## src/rtl/right_pad_ai_pkg.sv

```systemverilog
// Shared constants and types for the right-paddle computer opponent.
// Screen geometry, game-state encoding, AI FSM states and tracking target helper.
package right_pad_ai_pkg;

  localparam int HOR_PIXELS    = 1024;
  localparam int VER_PIXELS    = 768;
  localparam logic [1:0] STATE_PLAY = 2'd1;

  localparam int PAD_HEIGHT    = 145;
  localparam int BALL_SIZE     = 15;
  localparam int PAD_SPEED     = 2;
  localparam int REACT_DELAY   = 8;
  localparam int DEAD_ZONE     = 4;
  localparam int X_TRACK_START = 512;
  localparam int JUMP_LIMIT    = 64;

  localparam int Y_MAX  = VER_PIXELS - PAD_HEIGHT;
  localparam int CENTER = Y_MAX / 2;
  localparam int CNT_W  = $clog2(REACT_DELAY);

  localparam logic signed [11:0] Y_MAX_S     = 12'(Y_MAX);
  localparam logic signed [11:0] CENTER_S    = 12'(CENTER);
  localparam logic signed [11:0] SPEED_S     = 12'(PAD_SPEED);
  localparam logic signed [11:0] DEAD_S      = 12'(DEAD_ZONE);
  localparam logic signed [11:0] JUMP_S      = 12'(JUMP_LIMIT);
  localparam logic signed [11:0] TRACK_OFS_S = 12'(BALL_SIZE / 2 - PAD_HEIGHT / 2);

  typedef enum logic [1:0] {
    AI_IDLE   = 2'd0,
    AI_RETURN = 2'd1,
    AI_REACT  = 2'd2,
    AI_TRACK  = 2'd3
  } ai_state_t;

  // Pad top that centres the paddle on the ball; may be out of range before clamping.
  function automatic logic signed [11:0] track_target(input logic [9:0] y);
    return $signed({2'b00, y}) + TRACK_OFS_S;
  endfunction

endpackage

```

## src/rtl/right_pad_ai_pad_stepper.sv

```systemverilog
// Combinational paddle mover: clamps the target to the playfield, ignores small
// errors and limits each step to PAD_SPEED pixels.
module right_pad_ai_pad_stepper
  import right_pad_ai_pkg::*;
(
  input  logic signed [11:0] target,
  input  logic        [9:0]  pos,
  output logic        [9:0]  pos_nxt
);

  logic signed [11:0] tgt_clamped;
  logic signed [11:0] pos_s;
  logic signed [11:0] err;
  logic signed [11:0] abs_err;
  logic signed [11:0] step;

  always_comb begin
    tgt_clamped = target;
    if (target < 12'sd0) begin
      tgt_clamped = 12'sd0;
    end else if (target > Y_MAX_S) begin
      tgt_clamped = Y_MAX_S;
    end

    pos_s   = $signed({2'b00, pos});
    err     = tgt_clamped - pos_s;
    abs_err = (err < 12'sd0) ? -err : err;
    step    = (abs_err < SPEED_S) ? abs_err : SPEED_S;

    // Target is clamped and step never exceeds |err|, so the result stays in range.
    pos_nxt = pos;
    if (abs_err > DEAD_S) begin
      pos_nxt = 10'((err < 12'sd0) ? (pos_s - step) : (pos_s + step));
    end
  end

endmodule

```

## src/rtl/right_pad_ai.sv

```systemverilog
// Right-paddle computer opponent: watches ball motion, waits REACT_DELAY ticks after
// an approaching ball is seen, then slews the paddle toward the ball.
module right_pad_ai
  import right_pad_ai_pkg::*;
(
  input  logic        clk,
  input  logic        rst,
  input  logic        timing_tick,
  input  logic [1:0]  state,
  input  logic [10:0] x_ball,
  input  logic [9:0]  y_ball,
  output logic [9:0]  y_pad_right,
  output logic [1:0]  ai_state
);

  ai_state_t          ai_state_q, ai_state_d;
  logic [CNT_W-1:0]   react_cnt_q, react_cnt_d;
  logic               hist_valid_q, hist_valid_d;
  logic [10:0]        x_prev_q, x_prev_d;
  logic [9:0]         pad_q, pad_d;

  logic               play;
  logic signed [11:0] x_diff;
  logic               dir_right;
  logic               dir_left;
  logic               respawn;
  logic signed [11:0] target;
  logic [9:0]         pos_nxt;

  always_comb begin
    play      = (state == STATE_PLAY);
    x_diff    = $signed({1'b0, x_ball}) - $signed({1'b0, x_prev_q});
    dir_right = hist_valid_q && (x_ball > x_prev_q);
    dir_left  = hist_valid_q && (x_ball < x_prev_q);
    respawn   = hist_valid_q && ((x_diff > JUMP_S) || (x_diff < -JUMP_S));
  end

  always_comb begin
    ai_state_d   = ai_state_q;
    react_cnt_d  = react_cnt_q;
    hist_valid_d = hist_valid_q;
    x_prev_d     = x_prev_q;

    if (!play) begin
      ai_state_d   = AI_IDLE;
      hist_valid_d = 1'b0;
    end else if (ai_state_q == AI_IDLE) begin
      // Leaving IDLE does not wait for a tick; history restarts from scratch.
      ai_state_d   = AI_RETURN;
      hist_valid_d = 1'b0;
      if (timing_tick) begin
        x_prev_d = x_ball;
      end
    end else if (timing_tick) begin
      x_prev_d     = x_ball;
      hist_valid_d = 1'b1;
      if (respawn) begin
        ai_state_d   = AI_RETURN;
        hist_valid_d = 1'b0;
      end else begin
        unique case (ai_state_q)
          AI_RETURN: begin
            if (dir_right && (x_ball >= 11'(X_TRACK_START))) begin
              ai_state_d  = AI_REACT;
              react_cnt_d = '0;
            end
          end
          AI_REACT: begin
            react_cnt_d = CNT_W'(react_cnt_q + 1'b1);
            if (dir_left) begin
              ai_state_d = AI_RETURN;
            end else if (react_cnt_q == CNT_W'(REACT_DELAY - 1)) begin
              ai_state_d = AI_TRACK;
            end
          end
          AI_TRACK: begin
            if (dir_left) begin
              ai_state_d = AI_RETURN;
            end
          end
          default: ;
        endcase
      end
    end
  end

  // The pad follows the target rule of the state being entered, not the one left.
  always_comb begin
    target = $signed({2'b00, pad_q});
    case (ai_state_d)
      AI_RETURN: target = CENTER_S;
      AI_TRACK:  target = track_target(y_ball);
      default:   ;
    endcase
  end

  right_pad_ai_pad_stepper u_stepper (
    .target  (target),
    .pos     (pad_q),
    .pos_nxt (pos_nxt)
  );

  always_comb begin
    pad_d = pad_q;
    if (!play || (ai_state_q == AI_IDLE)) begin
      pad_d = 10'(CENTER);
    end else if (timing_tick) begin
      pad_d = pos_nxt;
    end
  end

  always_ff @(posedge clk or posedge rst) begin
    if (rst) begin
      ai_state_q   <= AI_IDLE;
      react_cnt_q  <= '0;
      hist_valid_q <= 1'b0;
      x_prev_q     <= '0;
      pad_q        <= 10'(CENTER);
    end else begin
      ai_state_q   <= ai_state_d;
      react_cnt_q  <= react_cnt_d;
      hist_valid_q <= hist_valid_d;
      x_prev_q     <= x_prev_d;
      pad_q        <= pad_d;
    end
  end

  assign y_pad_right = pad_q;
  assign ai_state    = ai_state_q;

endmodule

```

## config.mk

```make
export PLATFORM = sky130hd
export DESIGN_NAME = right_pad_ai
export DESIGN_NICKNAME = d
export VERILOG_FILES = /design/src/rtl/right_pad_ai_pkg.sv /design/src/rtl/right_pad_ai_pad_stepper.sv /design/src/rtl/right_pad_ai.sv
export SDC_FILE = /design/constraint.sdc
export NUM_CORES = 1
export LEC_CHECK = 0
export CELL_PAD_IN_SITES_DETAIL_PLACEMENT = 0
export CELL_PAD_IN_SITES_GLOBAL_PLACEMENT = 2
export CORE_ASPECT_RATIO = 0.5
export CORE_UTILIZATION = 37
export CTS_CLUSTER_DIAMETER = 100
export DETAILED_ROUTE_END_ITERATION = 16
export GPL_TIMING_DRIVEN = 1
export HOLD_SLACK_MARGIN = 0.06
export PLACE_DENSITY = 0.89
export SLEW_MARGIN = 20
export SYNTH_ARGS = -nofsm -noshare
export SYNTH_HDL_FRONTEND = slang
export SYNTH_SLANG_ARGS = --single-unit
```

## constraint.sdc

```tcl
create_clock -name clk -period 27.2 [get_ports clk]
set_input_delay 5.44 -clock clk [delete_from_list [all_inputs] [get_ports clk]]
set_output_delay 5.44 -clock clk [all_outputs]
set_load 0.1 [all_outputs]
```

==> results.py <==
metrics = {
    "status": {
        "status": "completed",
    },
    "die": {
        "num_rows": 25,
        "dieHeight_um": 72.6,
        "die_w_um": 143,
        "io_pins": 38,
        "coreArea_um2": 9570,
        "initial_core_util": 0.385,
        "die_area_um2": 10400,
    },
    "cts": {
        "ctsRootBufferMaster": "clkbuf_16",
        "cts_made_buffers": 3,
        "clk_latency_ns": 0.28,
        "clk_pin_slew_worst_paths_ns": 0.08,
        "cts_resized": 0,
        "cts_tree": "yes",
        "hold_buffers": 0,
        "clock_tree.buffer_depth": 2,
        "post_cts_buffers": 0,
        "h-tree-depth": 1,
        "cts.sink_count": 27,
    },
    "cells_and_area": {
        "diodes": 0,
        "nNetsFinal": 579,
        "postLayoutCoreUtil": 0.445,
        "layout-drive-gt1-share": 0.0681,
        "stdcell_area_um2": 4260,
        "synthToLayoutAreaGrowth_pct": 15.6,
    },
    "routing": {
        "ant_nets": 0,
        "vias_per_cell": 5.48,
        "drc": 0,
        "wirelength_mm": 9.80,
        "dr.pass1.iters": 4,
        "wl_per_cell_um": 15.1,
        "vias": 3558,
        "drtIter0Drc": 174,
    },
    "placement": {
        "gp_congestion": 0.857,
        "port_buffers": 37,
        "place_area_um2": 4180,
        "hpwl_mm": 7.71,
    },
    "critical_path": {
        "slowest_delay_ns": 0.61,
        "worstSetupPathDepth": 37,
        "crit_type": "input port to flop",
        "start_kind": "input port",
        "rr_startpoint": "x_prev_q[0]$_DFFE_PP0P_",
        "worstPathRequired_ns": 27.39,
        "cp_num_buf_inv": 3,
        "crit_path_frequent_cell": "ha_1",
        "crit_end": "y_pad_right[9]$_DFFE_PP0P_",
        "arrival_ns": 14.88,
        "cp-end-kind": "flop",
        "r2r_end": "y_pad_right[9]$_DFFE_PP0P_",
        "ff2ff_path_depth": 35,
        "cp-startpoint": "x_ball[0]",
        "cp_max_fo": 13,
        "ff2ff_setup_slack_ns": 17.78,
        "slowest_stage": "nor3_1",
        "critPathTopFamily": "simple AND/OR/NAND/NOR gates",
    },
    "grt": {
        "antenna_found_initial": 0,
        "grt_pass1_wl_mm": 16.2,
        "grt_pass1_vias": 3246,
        "track_usage": 0.196,
        "grt_max_degree": 28,
        "grt_overflow": 0,
    },
    "logic_synthesis": {
        "synth_area_um2": 3690,
        "synth_commonest_cells": "51 x nand2_1, 40 x inv_1, 39 x o21ai_0",
        "async_flop_share": 1.00,
        "synth.distinct_cells": 69,
        "synth_edf_count": 0,
        "avgSynthCellArea_um2": 7.58,
        "synth_fp_nets": 551,
        "netlist.area_leader.share": 0.142,
        "ys_seq_area_frac": 0.185,
        "yosysWarnings": 0,
        "yosysTopAreaCell": "dfrtp_1",
        "synth_area_leaders": "dfrtp_1 14%, ha_1 12%, o21ai_0 5.3%",
        "ys.flop_type": "dfrtp_1",
        "synth_seq_cells": 27,
        "yosysMostFrequentCell": "nand2_1",
        "synth_cells": 487,
    },
    "sta": {
        "fin_skew_ns": 0.00765,
        "finalSetupTns_ns": 0,
        "drv_slew": 0,
        "slew-limit-headroom": 0.355,
        "setup_viol": 0,
        "tightest_slew_ns": 0.964,
        "rsz0062_at_grt": "no",
        "finalCritPeriodShare": 0.540,
        "fin_crit_ns": 14.69,
        "final-hold-violation-count": 0,
        "clock.fmax_mhz": 68.1,
    },
    "min_path": {
        "hold_path_class": "flop to flop",
    },
    "run": {
        "drv_cap": 0,
    },
}
[logic make-up (layout without fill, tap and decap cells)]
| logic type | Yosys count | in the layout | share of synthesized area |
|---|---|---|---|
| muxes | 11 | 11 | 0.0302 |
| DFF | 27 | 27 | 0.185 |
| AOI/OAI and AO/OA | 152 | 152 | 0.285 |
| adders and majority gates | 38 | 38 | 0.135 |
| buffers and inverters | 56 | 83 | 0.0576 |
| xor gates and xnor gates | 21 | 21 | 0.0498 |
| and+or+nand+nor | 182 | 182 | 0.258 |
[per-layer routing]
metal / vias up / share of wire / track usage
met5: - / 0 / 0
met4: 0 / 0.0052 / 0.0248
met3: 5 / 0.019 / 0.0236
met2: 44 / 0.45 / 0.327
met1: 1670 / 0.53 / 0.280
li1: 1839 / - / -
[flip-flops by register name (all words and copies together), names as in the netlist]
register / cells
ai_state: 2
hist_valid_q: 1
react_cnt_q: 3
x_prev_q: 11
y_pad_right: 10
[worst min path at each step]
stage | from | end | cells past startpoint
3_3_place_gp | react_cnt_q[1]$_DFFE_PP0P_ | react_cnt_q[1]$_DFFE_PP0P_ | 1
5_1_grt | react_cnt_q[0]$_DFFE_PP0P_ | react_cnt_q[0]$_DFFE_PP0P_ | 1
2_1_floorplan | x_prev_q[0]$_DFFE_PP0P_ | x_prev_q[0]$_DFFE_PP0P_ | 2
3_5_place_dp | x_prev_q[0]$_DFFE_PP0P_ | x_prev_q[0]$_DFFE_PP0P_ | 2
4_1_cts | react_cnt_q[0]$_DFFE_PP0P_ | react_cnt_q[0]$_DFFE_PP0P_ | 1
6_report | react_cnt_q[0]$_DFFE_PP0P_ | react_cnt_q[0]$_DFFE_PP0P_ | 1
[placed cells by master (no fill, tap or decap), types with 4 or more instances in the layout]
cell,synthesis,layout
o21ai_0,39,39
nor2b_1,8,8
o31ai_1,4,4
dfrtp_1,21,21
nor3_1,12,12
inv_1,40,40
dfstp_2,6,6
a21o_1,7,7
or2_2,6,6
ha_1,35,35
a31oi_1,12,12
o22ai_1,8,8
nand2b_1,21,21
a21oi_1,19,19
mux2i_1,10,10
a211oi_1,8,8
or3_1,6,6
nand2_1,51,51
o221ai_1,4,4
o22a_1,4,4
and2_1,7,7
clkdlybuf4s50_1,0,37
xnor2_1,11,11
xor2_1,10,10
nand3_1,10,10
nor2_1,36,36
o211ai_1,15,15
[final cells by class]
type                            count  area (um2)
Clock buffer                        3        75.1
Clock inverter                      1        7.51
Fill cell                         996        5310
Inverter                           40         150
Multi-Input combinational cell    404        2790
Sequential cell                    27         683
Tap cell                          135         169
Timing Repair Buffer               39         385
[worst register-to-register path, delay by kind of cell, from the launching register on]
kind,cells,cell delay (ns)
AO/OA/AOI/OAI,13,3.07
flip-flops,1,0.40
buffers and inverters,1,0.06
XOR/XNOR,1,0.21
adder cells (fa/ha/maj),6,1.77
AND/OR/NAND/NOR,12,3.58
multiplexers,2,0.27
[per-stage QoR]
step | hold WS (ns) | std cells | worst slack, ns
2_1_floorplan | 0.454 | 487 | 13.56
3_3_place_gp | 0.483 | 645 | 12.47
3_5_place_dp | 0.491 | 645 | 12.28
4_1_cts | 0.507 | 649 | 12.55
5_1_grt | 0.535 | 649 | 11.75
6_report | 0.497 | 649 | 12.51
Power is not shown: default switching activity piles up to over one toggle a cycle in this logic, so the estimate is an artifact.
